### config.mk
export PLATFORM = sky130hd
export DESIGN_NAME = collision_scheduler
export DESIGN_NICKNAME = d
export VERILOG_FILES = /design/src/rtl/collision_scheduler.sv
export SDC_FILE = /design/constraint.sdc
export NUM_CORES = 1
export LEC_CHECK = 0
export ABC_AREA = 1
export CORE_MARGIN = 4
export CORE_UTILIZATION = 25
export CTS_BUF_LIST = sky130_fd_sc_hd__clkbuf_4 sky130_fd_sc_hd__clkbuf_8 sky130_fd_sc_hd__clkbuf_16
export DETAILED_ROUTE_END_ITERATION = 8
export SYNTH_ARGS = -nofsm -noshare
export SYNTH_HDL_FRONTEND = slang
export SYNTH_SLANG_ARGS = --single-unit
### constraint.sdc
create_clock -name clk_in -period 1.9 [get_ports clk_in]
set_input_delay 0.38 -clock clk_in [delete_from_list [all_inputs] [get_ports clk_in]]
set_output_delay 0.38 -clock clk_in [all_outputs]
set_load 0.05 [all_outputs]
### src/rtl/collision_scheduler.sv
// ---------------------------------------------------------------------------
// collision_scheduler
//
// Runs one collision pass over the lattice stored in BRAM. Cell addresses
// 0..NUM_CELLS-1 are read in order through port A. Each read word goes to the
// collision datapath. The cell address is remembered in a small FIFO. Each
// collision result is written back through port B to the address it came from.
//
// Ports:
//   clk_in            system clock
//   rst_in            synchronous active-high reset
//   start_in          pulse, begins a pass (accepted only when idle)
//   busy_out          high from accepted start until frame_done_out
//   frame_done_out    one-cycle pulse after the last write-back is issued
//   rd_en_out         BRAM read strobe
//   rd_addr_out       BRAM read address
//   rd_data_in        9x8-bit densities, valid READ_LATENCY cycles after rd_en_out
//   coll_data_out     densities to the collision block (rd_data_in, combinational)
//   coll_valid_out    rd_en_out delayed by READ_LATENCY cycles
//   coll_result_in    collision result
//   coll_done_in      collision result valid
//   wr_en_out         BRAM write strobe
//   wr_addr_out       BRAM write address
//   wr_data_out       BRAM write data
//   protocol_err_out  sticky error flag (spurious done, or watchdog expiry)
//   outstanding_out   number of issued cells not yet popped for write-back
//
// Optional feature: define COLLISION_SCHED_TIMEOUT_EN to enable a watchdog.
// The watchdog ends the pass when no result has come back for
// TIMEOUT_CYCLES cycles while cells are outstanding.
// ---------------------------------------------------------------------------
module collision_scheduler #(
  parameter int NUM_CELLS       = 16384,
  parameter int ADDR_WIDTH      = 14,
  parameter int READ_LATENCY    = 2,
  parameter int ISSUE_GAP       = 1,
  parameter int MAX_OUTSTANDING = 4,
  parameter int TIMEOUT_CYCLES  = 64
) (
  input  logic                                 clk_in,
  input  logic                                 rst_in,
  input  logic                                 start_in,
  output logic                                 busy_out,
  output logic                                 frame_done_out,
  output logic                                 rd_en_out,
  output logic [ADDR_WIDTH-1:0]                rd_addr_out,
  input  logic [71:0]                          rd_data_in,
  output logic [71:0]                          coll_data_out,
  output logic                                 coll_valid_out,
  input  logic [71:0]                          coll_result_in,
  input  logic                                 coll_done_in,
  output logic                                 wr_en_out,
  output logic [ADDR_WIDTH-1:0]                wr_addr_out,
  output logic [71:0]                          wr_data_out,
  output logic                                 protocol_err_out,
  output logic [$clog2(MAX_OUTSTANDING):0]     outstanding_out
);

  localparam int OUT_W = $clog2(MAX_OUTSTANDING) + 1;
  localparam int PTR_W = (MAX_OUTSTANDING > 1) ? $clog2(MAX_OUTSTANDING) : 1;
  localparam int GAP_W = (ISSUE_GAP > 1) ? $clog2(ISSUE_GAP) : 1;

  localparam logic [ADDR_WIDTH-1:0] LAST_ADDR  = ADDR_WIDTH'(NUM_CELLS - 1);
  localparam logic [ADDR_WIDTH-1:0] ADDR_ONE   = ADDR_WIDTH'(1);
  localparam logic [OUT_W-1:0]      MAX_OUT    = OUT_W'(MAX_OUTSTANDING);
  localparam logic [OUT_W-1:0]      OUT_ONE    = OUT_W'(1);
  localparam logic [GAP_W-1:0]      GAP_RELOAD = GAP_W'(ISSUE_GAP - 1);
  localparam logic [GAP_W-1:0]      GAP_ONE    = GAP_W'(1);
  localparam logic [PTR_W-1:0]      PTR_ONE    = PTR_W'(1);

  typedef enum logic [1:0] {
    S_IDLE  = 2'd0,
    S_ISSUE = 2'd1,
    S_DRAIN = 2'd2,
    S_DONE  = 2'd3
  } state_t;

  state_t                  state_q, state_d;
  logic                    busy_q, busy_d;
  logic                    frame_done_q, frame_done_d;
  logic                    rd_en_q, rd_en_d;
  logic [ADDR_WIDTH-1:0]   rd_addr_q, rd_addr_d;
  logic [READ_LATENCY-1:0] rd_pipe_q, rd_pipe_d;
  logic                    wr_en_q, wr_en_d;
  logic [ADDR_WIDTH-1:0]   wr_addr_q, wr_addr_d;
  logic [71:0]             wr_data_q, wr_data_d;
  logic                    err_q, err_d;
  logic [OUT_W-1:0]        outst_q, outst_d;
  logic [ADDR_WIDTH-1:0]   addr_q, addr_d;
  logic [GAP_W-1:0]        gap_q, gap_d;
  logic [PTR_W-1:0]        wr_ptr_q, wr_ptr_d;
  logic [PTR_W-1:0]        rd_ptr_q, rd_ptr_d;
  logic [ADDR_WIDTH-1:0]   fifo_q [MAX_OUTSTANDING];
  logic [ADDR_WIDTH-1:0]   fifo_d [MAX_OUTSTANDING];

  logic issue_s;
  logic pop_s;
  logic spurious_s;
  logic timeout_s;

`ifdef COLLISION_SCHED_TIMEOUT_EN
  localparam int                WD_W     = $clog2(TIMEOUT_CYCLES + 1);
  localparam logic [WD_W-1:0]   WD_LIMIT = WD_W'(TIMEOUT_CYCLES - 1);
  localparam logic [WD_W-1:0]   WD_ONE   = WD_W'(1);

  logic [WD_W-1:0] wd_q, wd_d;
  logic            wd_run_s;

  // Watchdog: counts stalled cycles while cells are outstanding and no result returns.
  always_comb begin
    wd_run_s  = (outst_q != {OUT_W{1'b0}}) && !pop_s;
    timeout_s = wd_run_s && (wd_q == WD_LIMIT);
    if (wd_run_s && !timeout_s) begin
      wd_d = wd_q + WD_ONE;
    end else begin
      wd_d = {WD_W{1'b0}};
    end
  end
`else
  // Without the watchdog a pass waits indefinitely for its results.
  always_comb begin
    timeout_s = 1'b0;
  end
`endif

  // Issue/pop decisions. The FIFO occupancy always equals outst_q.
  always_comb begin
    issue_s    = (state_q == S_ISSUE) && (outst_q < MAX_OUT) &&
                 (gap_q == {GAP_W{1'b0}}) && !timeout_s;
    pop_s      = coll_done_in && (outst_q != {OUT_W{1'b0}});
    spurious_s = coll_done_in && (outst_q == {OUT_W{1'b0}});
  end

  // Next-state logic for the FSM, issue counters, FIFO and write-back registers.
  always_comb begin
    state_d      = state_q;
    busy_d       = busy_q;
    frame_done_d = 1'b0;
    rd_en_d      = issue_s;
    rd_addr_d    = rd_addr_q;
    addr_d       = addr_q;
    gap_d        = gap_q;
    wr_ptr_d     = wr_ptr_q;
    rd_ptr_d     = rd_ptr_q;
    fifo_d       = fifo_q;
    wr_en_d      = pop_s;
    wr_addr_d    = wr_addr_q;
    wr_data_d    = wr_data_q;
    err_d        = err_q | spurious_s | timeout_s;

    // Read pipeline: coll_valid_out is rd_en_out delayed READ_LATENCY cycles.
    rd_pipe_d[0] = rd_en_q;
    for (int i = 1; i < READ_LATENCY; i++) begin
      rd_pipe_d[i] = rd_pipe_q[i-1];
    end

    // Issue: read strobe, address into the FIFO, advance the counter, reload the gap.
    // The counter stops on the last cell so it never wraps within a pass.
    if (issue_s) begin
      rd_addr_d          = addr_q;
      fifo_d[wr_ptr_q]   = addr_q;
      wr_ptr_d           = wr_ptr_q + PTR_ONE;
      gap_d              = GAP_RELOAD;
      if (addr_q != LAST_ADDR) begin
        addr_d = addr_q + ADDR_ONE;
      end else begin
        addr_d = addr_q;
      end
    end else if (gap_q != {GAP_W{1'b0}}) begin
      gap_d = gap_q - GAP_ONE;
    end else begin
      gap_d = gap_q;
    end

    // Write-back: the FIFO head pairs with the result returned in this cycle.
    if (pop_s) begin
      wr_addr_d = fifo_q[rd_ptr_q];
      wr_data_d = coll_result_in;
      rd_ptr_d  = rd_ptr_q + PTR_ONE;
    end else begin
      wr_addr_d = wr_addr_q;
      wr_data_d = wr_data_q;
    end

    // In-flight count; a simultaneous issue and pop cancel out.
    case ({issue_s, pop_s})
      2'b10:   outst_d = outst_q + OUT_ONE;
      2'b01:   outst_d = outst_q - OUT_ONE;
      default: outst_d = outst_q;
    endcase

    // Watchdog expiry drops every in-flight cell. Results that arrive later are spurious.
    if (timeout_s) begin
      outst_d  = {OUT_W{1'b0}};
      wr_ptr_d = {PTR_W{1'b0}};
      rd_ptr_d = {PTR_W{1'b0}};
    end else begin
      outst_d  = outst_d;
    end

    case (state_q)
      S_IDLE: begin
        if (start_in) begin
          state_d = S_ISSUE;
          busy_d  = 1'b1;
          addr_d  = {ADDR_WIDTH{1'b0}};
          gap_d   = {GAP_W{1'b0}};
        end else begin
          state_d = S_IDLE;
        end
      end
      S_ISSUE: begin
        if (timeout_s) begin
          state_d      = S_DONE;
          busy_d       = 1'b0;
          frame_done_d = 1'b1;
        end else if (issue_s && (addr_q == LAST_ADDR)) begin
          state_d = S_DRAIN;
        end else begin
          state_d = S_ISSUE;
        end
      end
      S_DRAIN: begin
        if (timeout_s || (outst_q == {OUT_W{1'b0}})) begin
          state_d      = S_DONE;
          busy_d       = 1'b0;
          frame_done_d = 1'b1;
        end else begin
          state_d = S_DRAIN;
        end
      end
      S_DONE: begin
        // start_in is deliberately not looked at here.
        state_d = S_IDLE;
        busy_d  = 1'b0;
      end
      default: begin
        state_d = S_IDLE;
        busy_d  = 1'b0;
      end
    endcase
  end

  // State and output registers; synchronous reset aborts any pass in progress.
  always_ff @(posedge clk_in) begin
    if (rst_in) begin
      state_q      <= S_IDLE;
      busy_q       <= 1'b0;
      frame_done_q <= 1'b0;
      rd_en_q      <= 1'b0;
      rd_addr_q    <= {ADDR_WIDTH{1'b0}};
      rd_pipe_q    <= {READ_LATENCY{1'b0}};
      wr_en_q      <= 1'b0;
      wr_addr_q    <= {ADDR_WIDTH{1'b0}};
      wr_data_q    <= {72{1'b0}};
      err_q        <= 1'b0;
      outst_q      <= {OUT_W{1'b0}};
      addr_q       <= {ADDR_WIDTH{1'b0}};
      gap_q        <= {GAP_W{1'b0}};
      wr_ptr_q     <= {PTR_W{1'b0}};
      rd_ptr_q     <= {PTR_W{1'b0}};
      for (int i = 0; i < MAX_OUTSTANDING; i++) begin
        fifo_q[i] <= {ADDR_WIDTH{1'b0}};
      end
`ifdef COLLISION_SCHED_TIMEOUT_EN
      wd_q         <= {WD_W{1'b0}};
`endif
    end else begin
      state_q      <= state_d;
      busy_q       <= busy_d;
      frame_done_q <= frame_done_d;
      rd_en_q      <= rd_en_d;
      rd_addr_q    <= rd_addr_d;
      rd_pipe_q    <= rd_pipe_d;
      wr_en_q      <= wr_en_d;
      wr_addr_q    <= wr_addr_d;
      wr_data_q    <= wr_data_d;
      err_q        <= err_d;
      outst_q      <= outst_d;
      addr_q       <= addr_d;
      gap_q        <= gap_d;
      wr_ptr_q     <= wr_ptr_d;
      rd_ptr_q     <= rd_ptr_d;
      fifo_q       <= fifo_d;
`ifdef COLLISION_SCHED_TIMEOUT_EN
      wd_q         <= wd_d;
`endif
    end
  end

  assign busy_out         = busy_q;
  assign frame_done_out   = frame_done_q;
  assign rd_en_out        = rd_en_q;
  assign rd_addr_out      = rd_addr_q;
  assign coll_data_out    = rd_data_in;
  assign coll_valid_out   = rd_pipe_q[READ_LATENCY-1];
  assign wr_en_out        = wr_en_q;
  assign wr_addr_out      = wr_addr_q;
  assign wr_data_out      = wr_data_q;
  assign protocol_err_out = err_q;
  assign outstanding_out  = outst_q;

endmodule

## After elaboration in Yosys (flattened, before gate mapping)

Index checks and enable logic that the tools add are counted.

- Reduce and logical (&&, ||, !) cells: 12
- Equal/unequal tests: 9
- Mux-type cells: 23
- $lt $le $gt $ge: 4
- Add/subtract/negate cells: 6
- Bitwise operators: 6

Operators by type and width:

| operator | count |
|---|---|
| 2-to-1 mux 14 bit | 7 |
| bitwise mux 56 bit | 1 |
| binary-select mux 14 bit (select 2 bit) | 1 |
| demux 14 bit (select 2 bit) | 1 |
| adder 14 x 1 -> 14 bit, second input constant | 1 |
| == test 14 bit, second input constant | 1 |
| != test 14 bit, second input constant | 1 |
| 2-to-1 mux 1 bit | 9 |
| case mux 2 bit (4 select lines) | 1 |
| == test 2 bit, second input constant | 3 |
| greater-or-equal comparator 3 bit, second input constant | 2 |
| logical AND 1 bit | 6 |
| inverter 2 -> 3 bit | 2 |
| case mux 3 bit (2 select lines) | 1 |
| adder 2 x 1 -> 2 bit, second input constant | 2 |
| == test 2 x 1 -> 1 bit, second input constant | 2 |
| != test 2 bit, second input constant | 2 |
| adder 3 x 1 -> 3 bit, second input constant | 1 |
| zero test 3 bit | 1 |
| < comparator 3 x 1 -> 1 bit, second input constant | 1 |
| < comparator 3 bit, second input constant | 1 |
| inverter 1 bit | 3 |
| case mux 1 bit (3 select lines) | 1 |
| AND reduction 3 bit | 1 |
| other kinds (8) | 8 |

- Output and inout bits: 181
- Flip-flop bits (word level): 187
- Bits of input ports: 148
- Logic and storage cells: 79

## Longest topological paths before layout

Gate-level depths: netlist of the first run.

- Depth after elaboration: 6
- Depth in mapped cells: 11
- Gate-level depth less buffers: 11

## Worst setup path after synthesis of the first run

Ideal clock, no wire load.

- Kind: reg2reg
- Start: register outst_q[2], in the netlist outstanding_out[2]
- End: register outst_q[2], in the netlist outstanding_out[2]
- Arrival: 2,322 ps
- Stages on the path, launching flop included: 12
- Library setup time: 122 ps
- Required time: 1,778 ps
- Slack: -544 ps
- Clock period less this slack: 2,444 ps
- Path buffers: 2
- Cells stage by stage: dfxtp_1 -> nor3_2 -> nor2_2 -> buf_6 -> buf_2 -> ha_1 -> inv_1 -> fa_1 -> a21oi_1 -> o21ai_0 -> o21ai_0 -> a21oi_1

- Elaborated cells between the ends (all ways): 11
- Classes of those cells: 2 x add/sub; 1 x order compare; 2 x eq/ne; 1 x mux; 5 x reduce/logical

RTL lines:

| element | RTL line | source |
|---|---|---|
| from (decl) | 88 | `logic [OUT_W-1:0] outst_q, outst_d;` |
| from (signal assigned) | 257 | `outst_q <= {OUT_W{1'b0}};` |
| from (signal assigned) | 279 | `outst_q <= outst_d;` |
| nonzero test 3 bit (*) | 130 | `pop_s = coll_done_in && (outst_q != {OUT_W{1'b0}});` |
| logical AND 1 bit (*) | 130 |  |
| named net pop_s | 97 | `logic pop_s;` |
| == test 2 x 1 -> 1 bit / == test 2 bit (equally long branches) | 186 | `case ({issue_s, pop_s})` |
| case mux 3 bit (2 select lines) / nonzero test 2 bit (equally long branches) | n/a |  |

Mark *: on every way through the listed nets, which the timed path passes. The rest lies on a longest branch.
A chain may end at the register's enable or synchronous reset.

## Final worst setup path of the first run

- Start: register wr_data_q[67], in the netlist wr_data_out[67]
- End: output port wr_data_out[67]

RTL lines:

| element | RTL line | source |
|---|---|---|
| from (decl) | 86 | `logic [71:0] wr_data_q, wr_data_d;` |
| from (signal assigned) | 255 | `wr_data_q <= {72{1'b0}};` |
| from (signal assigned) | 277 | `wr_data_q <= wr_data_d;` |
| to (decl) | 54 | `output logic [71:0] wr_data_out,` |

No word-level cell between the ends.

==> metrics.md, run 1 <==
| Metric | Value |
|---|---|
| DRC | 0 |
| Mapped Area | a little under 8000 µm² |
| Normalized max-slew margin | 0.651 |
| Vias in the first global route | roughly 6.5k |
| Final Critical Period | 1.69 ns |
| GRT overflow | 0 |
| Die Area | 34,400 µm² |
| Buffers and inverters on the worst path | 1 |
| Largest net degree at the start of global routing | between 60 and 70 |
| Register clock-pin slew on the reported worst setup and hold paths | approximately 0.08 ns |
| Die H | between 150 and 200 µm |
| P_leak | roughly 4.2 nW |
| Post-CTS Setup Inserts | 0 |
| Run status | finished, final reports clean |
| Syn_nets | between 1k and 1.5k |
| Inserted Diodes | 0 |
| Synth Area in Simple Gates | 0.172 |
| Setup violators final | 0 |
| Final hold violation count | 0 |
| Port buffer count | approximately 180 |
| Final worst path period share | 0.892 |
| Skew-Pair Late Insertion Delay | roughly 0.43 ns |
| Asr flop ratio synth | 0 |
| Util after Layout | 0.327 |
| Worst-Margin Slew | around 0.53 ns |
| Worst-path fanout max | 2 |
| Crit-path max cell delay | 0.55 ns |
| Final Slew Violations | 0 |
| Most Used Layer, Global Route | met2 |
| Mux cell area share after synthesis | 0 |
| Vias per cell | between 4 and 5 |
| Adder-Cell Fraction of Synth Area | 0.0121 |
| Fmax | 0.590 GHz |
| Slowest stage cell, crit path | dlygate4sd2_1 |
| Largest area contributor in the netlist | dfxtp_1 |
| Routed vias | 6,752 |
| Yosys Warn Count | 0 |
| WL final | 22,000 µm |
| FP Rows | between 60 and 70 |
| Post-Synth XOR/XNOR Area | 0.00334 |
| Pwr per Cell Area | ~1500 nW/µm² |
| Initial DRC count | about 460 |
| CTS tree | yes |
| Number of flops mapped to enable cells by yosys | 0 |
| Area grow syn2layout | 28.0% |
| R2R cell count | 8 |
| Critical Path AT | approximately 1.3 ns |
| Clk root buf | clkbuf_16 |
| Layout cell share with drive strength beyond 1 | 0.143 |
| Critical path class | flop to output pin |
| Post-synthesis sequential area ratio | 0.473 |
| Met2 Use GR | 0.201 |
| Final layout net count | between 1k and 1.5k |
| Area share of the largest cell type after synthesis | 0.473 |
| Area of the core | roughly 31,000 µm² |
| Drt pass-1 iters | 5 |
| Avg Cell Area, Syn | just under 8 µm² |
| Flops & latches, synth | 186 |
| Starting density of the core | 0.255 |
| Placer congestion estimate | 0.800 |
| Critical Path Start Type | flop |
| Hold WC Path Type | flop to flop |
| RSZ-0062 raised after global routing | no |
| Syn Inst Count | approximately 1.0k |
| CTS max path bufs | 2 |
| Tot GR Track Use | 0.125 |
| Max VDD drop | roughly 730 µV |
| Largest family of logic cells by synthesized area | compound AO/OA/AOI/OAI gates |
| Number of antenna violations at the first check in global routing | 0 |
| CP required | between 1.5 and 2 ns |
| Yosys cell types | 39 |
| Hold Path Depth | 2 |
| Top cells by area, synth | dfxtp_1, nor2_1, o21ai_0, buf_4, a21oi_1 |
| Commonest non-fill, non-tap cell in the layout | nor2_1 |
| Clock sinks | about 190 |
| TritonCTS Buffers | 17 |
| Met1 GRT Util | 0.163 |
| I/O pins | 329 |
| Critical-path cell list | dlygate4sd2_1 |
| Die width | 185 µm |
| Detail Route Antenna Nets | 0 |
| HPWL Detailed | 15,400 µm |
| Critical path depth | 1 |
| H-tree lvl count | 4 |
| Worst Setup End Kind | output pin |
| Final setup skew | roughly 0.012 ns |
| Commonest cells after routing, fill and taps aside | nor2_1, dfxtp_1, o21ai_0, buf_4, a21oi_1 |
| Synth Flop Type | dfxtp_1 |
| First-pass GRT wire length | ~35,000 µm |
| Compound-Gate Fraction of Synth Area | 0.194 |
| Total power | about 16 mW |
| Grt met3 use | 0.0277 |
| WL/cell | approximately 14 µm |
| Top delay family on crit path | buffers and inverters |
| Max cap viols | 0 |
what timing repair did:
action	in CTS	in global routing
resized for setup	43	0
hold buffers	0	0
endpoints found under the setup margin	43	0
cell families after synthesis:
| logic type | count (synthesis) |
|---|---|
| AND/OR/NAND/NOR | 332 |
| buffers and inverters | 201 |
| XOR/XNOR | 3 |
| AO/OA/AOI/OAI | 287 |
| adder cells (fa/ha/maj) | 7 |
| flip-flops | 186 |
stage by stage:
stage	hold WS [ns]	setup slack [ns]	TNS, ns	cells	area [µm²]
finish	0.414	0.205	0	1526	10100
global route	0.450	0.0815	0	1526	10100
CTS	0.418	0.175	0	1526	10100
detailed placement	0.405	-0.129	-0.530	1494	9540
global placement	0.393	-0.126	-0.242	1494	9540
floorplan	0.388	-0.0257	-0.0388	1016	7910
cells in the mapped netlist, drive strengths merged (6+ instances only):
master	number
clkbuf	34
buf	106
o211ai	13
nand3	14
a211oi	8
o21ai	159
a31oi	14
ha	6
nor2	215
a21oi	89
nand2	90
dfxtp	186
inv	61
routing by layer:
| layer | vias to the layer above | part of all wire |
|---|---|---|
| met5 | - | 0 |
| met4 | 0 | 0.025 |
| met3 | 48 | 0.050 |
| met2 | 173 | 0.47 |
| met1 | 3078 | 0.45 |
| li1 | 3453 | - |
registers in the layout, summed over array words and instances, names as in the netlist, 2 cells and up:
| signal | count |
|---|---|
| rd_pipe_q | 2 |
| rd_ptr_q | 2 |
| wr_addr_out | 14 |
| outstanding_out | 3 |
| addr_q | 14 |
| wr_data_out | 72 |
| rd_addr_out | 14 |
| fifo_q | 56 |
| wr_ptr_q | 2 |
| state_q | 2 |
power breakdown:
group	internal, mW	switching, mW
Sequential	4.81	0.433
Clock	1.80	1.75
Combinational	1.92	4.90
Total	8.52	7.08
layout make-up:
class / count / area (µm²)
tap: 396 / 495
clock inverter: 14 / 150
multi-input combinational: 629 / 3030
inverter: 61 / 230
fill: 3296 / 20800
timing repair buffer: 222 / 2000
clock buffer: 18 / 439
sequential: 186 / 3730
path summary, 6_finish.rpt:
kind	start	endpoint	slack [ns]
max	wr_data_out[67]	wr_data_out[67]	0.21
min	rd_pipe_q[0]	rd_pipe_q[1]	0.41
max reg2reg	state_q[1]	outstanding_out[1]	0.21
min reg2reg	rd_pipe_q[0]	rd_pipe_q[1]	0.41
(Power assumes the default switching activity.)
==> inputs of run 2 (changes only) <==
--- a/config.mk
+++ b/config.mk
@@ -10,6 +10,7 @@
 export CORE_UTILIZATION = 25
 export CTS_BUF_LIST = sky130_fd_sc_hd__clkbuf_4 sky130_fd_sc_hd__clkbuf_8 sky130_fd_sc_hd__clkbuf_16
 export DETAILED_ROUTE_END_ITERATION = 8
+export REMOVE_ABC_BUFFERS = 1
 export SYNTH_ARGS = -nofsm -noshare
 export SYNTH_HDL_FRONTEND = slang
 export SYNTH_SLANG_ARGS = --single-unit
==> metrics.md, run 2 (synthesis gave the netlist of run 1 again) <==
| Metric | Value |
|---|---|
| Normalized max-slew margin | 0.617 (was 0.651) |
| Final worst slack | 0.149 ns (was 0.205 ns) |
| Util after Layout | 0.329 (was 0.327) |
| Commonest cells after routing, fill and taps aside | nor2_1, dfxtp_1, o21ai_0, buf_4, a21oi_1 (unchanged) |
| Placer congestion estimate | 0.804 (was 0.800) |
| Final setup skew | 0.0108 ns (was 0.0125 ns) |
| Max VDD drop | 850 µV (was 728 µV) |
| TritonCTS Buffers | 17 (unchanged) |
| Max cap viols | 0 (unchanged) |
| Hold WC Path Type | flop to flop (unchanged) |
| Total power | 15.8 mW (was 15.6 mW) |
| Port buffer count | 184 (unchanged) |
| Post-CTS Setup Inserts | 0 (unchanged) |
| CTS max path bufs | 2 (unchanged) |
| CP required | 2.22 ns (was 1.52 ns) |
| Clock sinks | 186 (unchanged) |
| Setup TNS | 0 ns (unchanged) |
| Final worst path period share | 0.921 (was 0.892) |
| First-pass GRT wire length | 41,200 µm (was 34,500 µm) |
| Tot GR Track Use | 0.157 (was 0.125) |
| Number of antenna violations at the first check in global routing | 0 (unchanged) |
| CTS tree | yes (unchanged) |
| Worst R2R Start | state_q[0] (was state_q[1]) |
| Area of the core | 30,800 µm² (unchanged) |
| I/O pins | 329 (unchanged) |
| Area grow syn2layout | 28.9% (was 28.0%) |
| Commonest non-fill, non-tap cell in the layout | nor2_1 (unchanged) |
| Worst-path fanout max | 2 (unchanged) |
| Drt pass-1 iters | 6 (was 5) |
| DRC | 0 (unchanged) |
| Clk root buf | clkbuf_16 (unchanged) |
| Initial DRC count | 369 (was 456) |
| Vias per cell | 4.60 (was 4.42) |
| Starting density of the core | 0.255 (unchanged) |
| Worst Setup End Kind | flop (was output pin) |
| Vias in the first global route | 6,563 (was 6,477) |
| Routed vias | 7,055 (was 6,752) |
| Run status | finished, final reports clean (unchanged) |
| Final Slew Violations | 0 (unchanged) |
| Fmax | 0.571 GHz (was 0.590 GHz) |
| Die width | 185 µm (unchanged) |
| Setup violators final | 0 (unchanged) |
| GRT overflow | 0 (unchanged) |
| P_leak | 4.25 nW (was 4.17 nW) |
| Setup Slack @ Placement | -0.290 ns (was -0.129 ns) |
| FP Rows | 64 (unchanged) |
| Hold path startpoint | rd_pipe_q[0] (unchanged) |
| Hold_ws | 0.416 ns (was 0.414 ns) |
| Register clock-pin slew on the reported worst setup and hold paths | 0.07 ns (was 0.08 ns) |
| Largest net degree at the start of global routing | 56 (was 68) |
| Final Critical Period | 1.75 ns (was 1.69 ns) |
| Pwr per Cell Area | 1560 nW/µm² (was 1550 nW/µm²) |
| Worst Setup SP | coll_done_in (was wr_data_out[67]) |
| Die H | 185 µm (unchanged) |
| Worst-Margin Slew | 0.574 ns (was 0.525 ns) |
| WL final | 27,600 µm (was 22,000 µm) |
| Detail Route Antenna Nets | 0 (unchanged) |
| Final hold violation count | 0 (unchanged) |
| Largest register FFs | 72 (unchanged) |
| Final layout net count | 1,280 (was 1,272) |
| Skew-Pair Late Insertion Delay | 0.44 ns (was 0.43 ns) |
| H-tree lvl count | 4 (unchanged) |
| Critical path class | input port to flop (was flop to output pin) |
| WL/cell | 18.0 µm (was 14.4 µm) |
| Inserted Diodes | 0 (unchanged) |
| Layout cell share with drive strength beyond 1 | 0.134 (was 0.143) |
| Die Area | 34,400 µm² (unchanged) |
| Critical Path AT | 2.07 ns (was 1.31 ns) |
| HPWL Detailed | 19,800 µm (was 15,400 µm) |
| RSZ-0062 raised after global routing | no (unchanged) |
| Critical Path Start Type | input port (was flop) |
-- run 2: repair_timing --
action,4_1_cts,5_1_grt
hold buffers,0,0
setup endpoints to repair,56,1
resized for setup,56,2
-- run 2: path summary, 6_finish.rpt --
| check | to | slack [ns] | depth (start not counted) |
|---|---|---|---|
| worst min-delay path | rd_pipe_q[1] | 0.42 | 2 |
| worst min register to register | rd_pipe_q[1] | 0.42 | 2 |
| worst max register to register | outstanding_out[2] | 0.16 | 10 |
| worst max-delay path | outstanding_out[2] | 0.15 | 10 |
-- run 2: area by class of cell --
type,instances,area (µm²)
clock buffer,19,447
clock inverter,12,161
fill,3277,20700
inverter,61,230
timing repair buffer,230,2070
sequential,186,3730
multi-input combinational,629,3010
tap,396,495
-- run 2: worst max-delay path, cell delays in order --
cell,delay (ns)
clkdlybuf4s50_1,0.45
inv_1,0.07
nor2_4,0.11
ha_1,0.14
inv_1,0.06
fa_1,0.38
a21oi_1,0.15
o21ai_0,0.11
o21ai_0,0.16
a21oi_1,0.06
-- run 2: metrics by stage --
step | instances | instance area, µm²
after floorplan | 876 | 6950
after global placement | 1502 | 9600
after detailed placement | 1502 | 9600
after CTS | 1533 | 10100
after global routing | 1533 | 10100
final | 1533 | 10100
-- run 2: metal layers --
layer  share of wire  vias to the layer above  global-route usage  wire (µm)
li1                -                     3463                   -          -
met1            0.46                     3234               0.213      12800
met2            0.38                      330               0.208      10600
met3            0.13                       20              0.0974       3700
met4          0.0082                        8              0.0302        227
met5          0.0080                        -              0.0500        222
-- run 2: power breakdown --
part	switching (mW)	internal [mW]
Sequential	0.466	4.80
Clock	1.64	2.14
Combinational	4.85	1.92
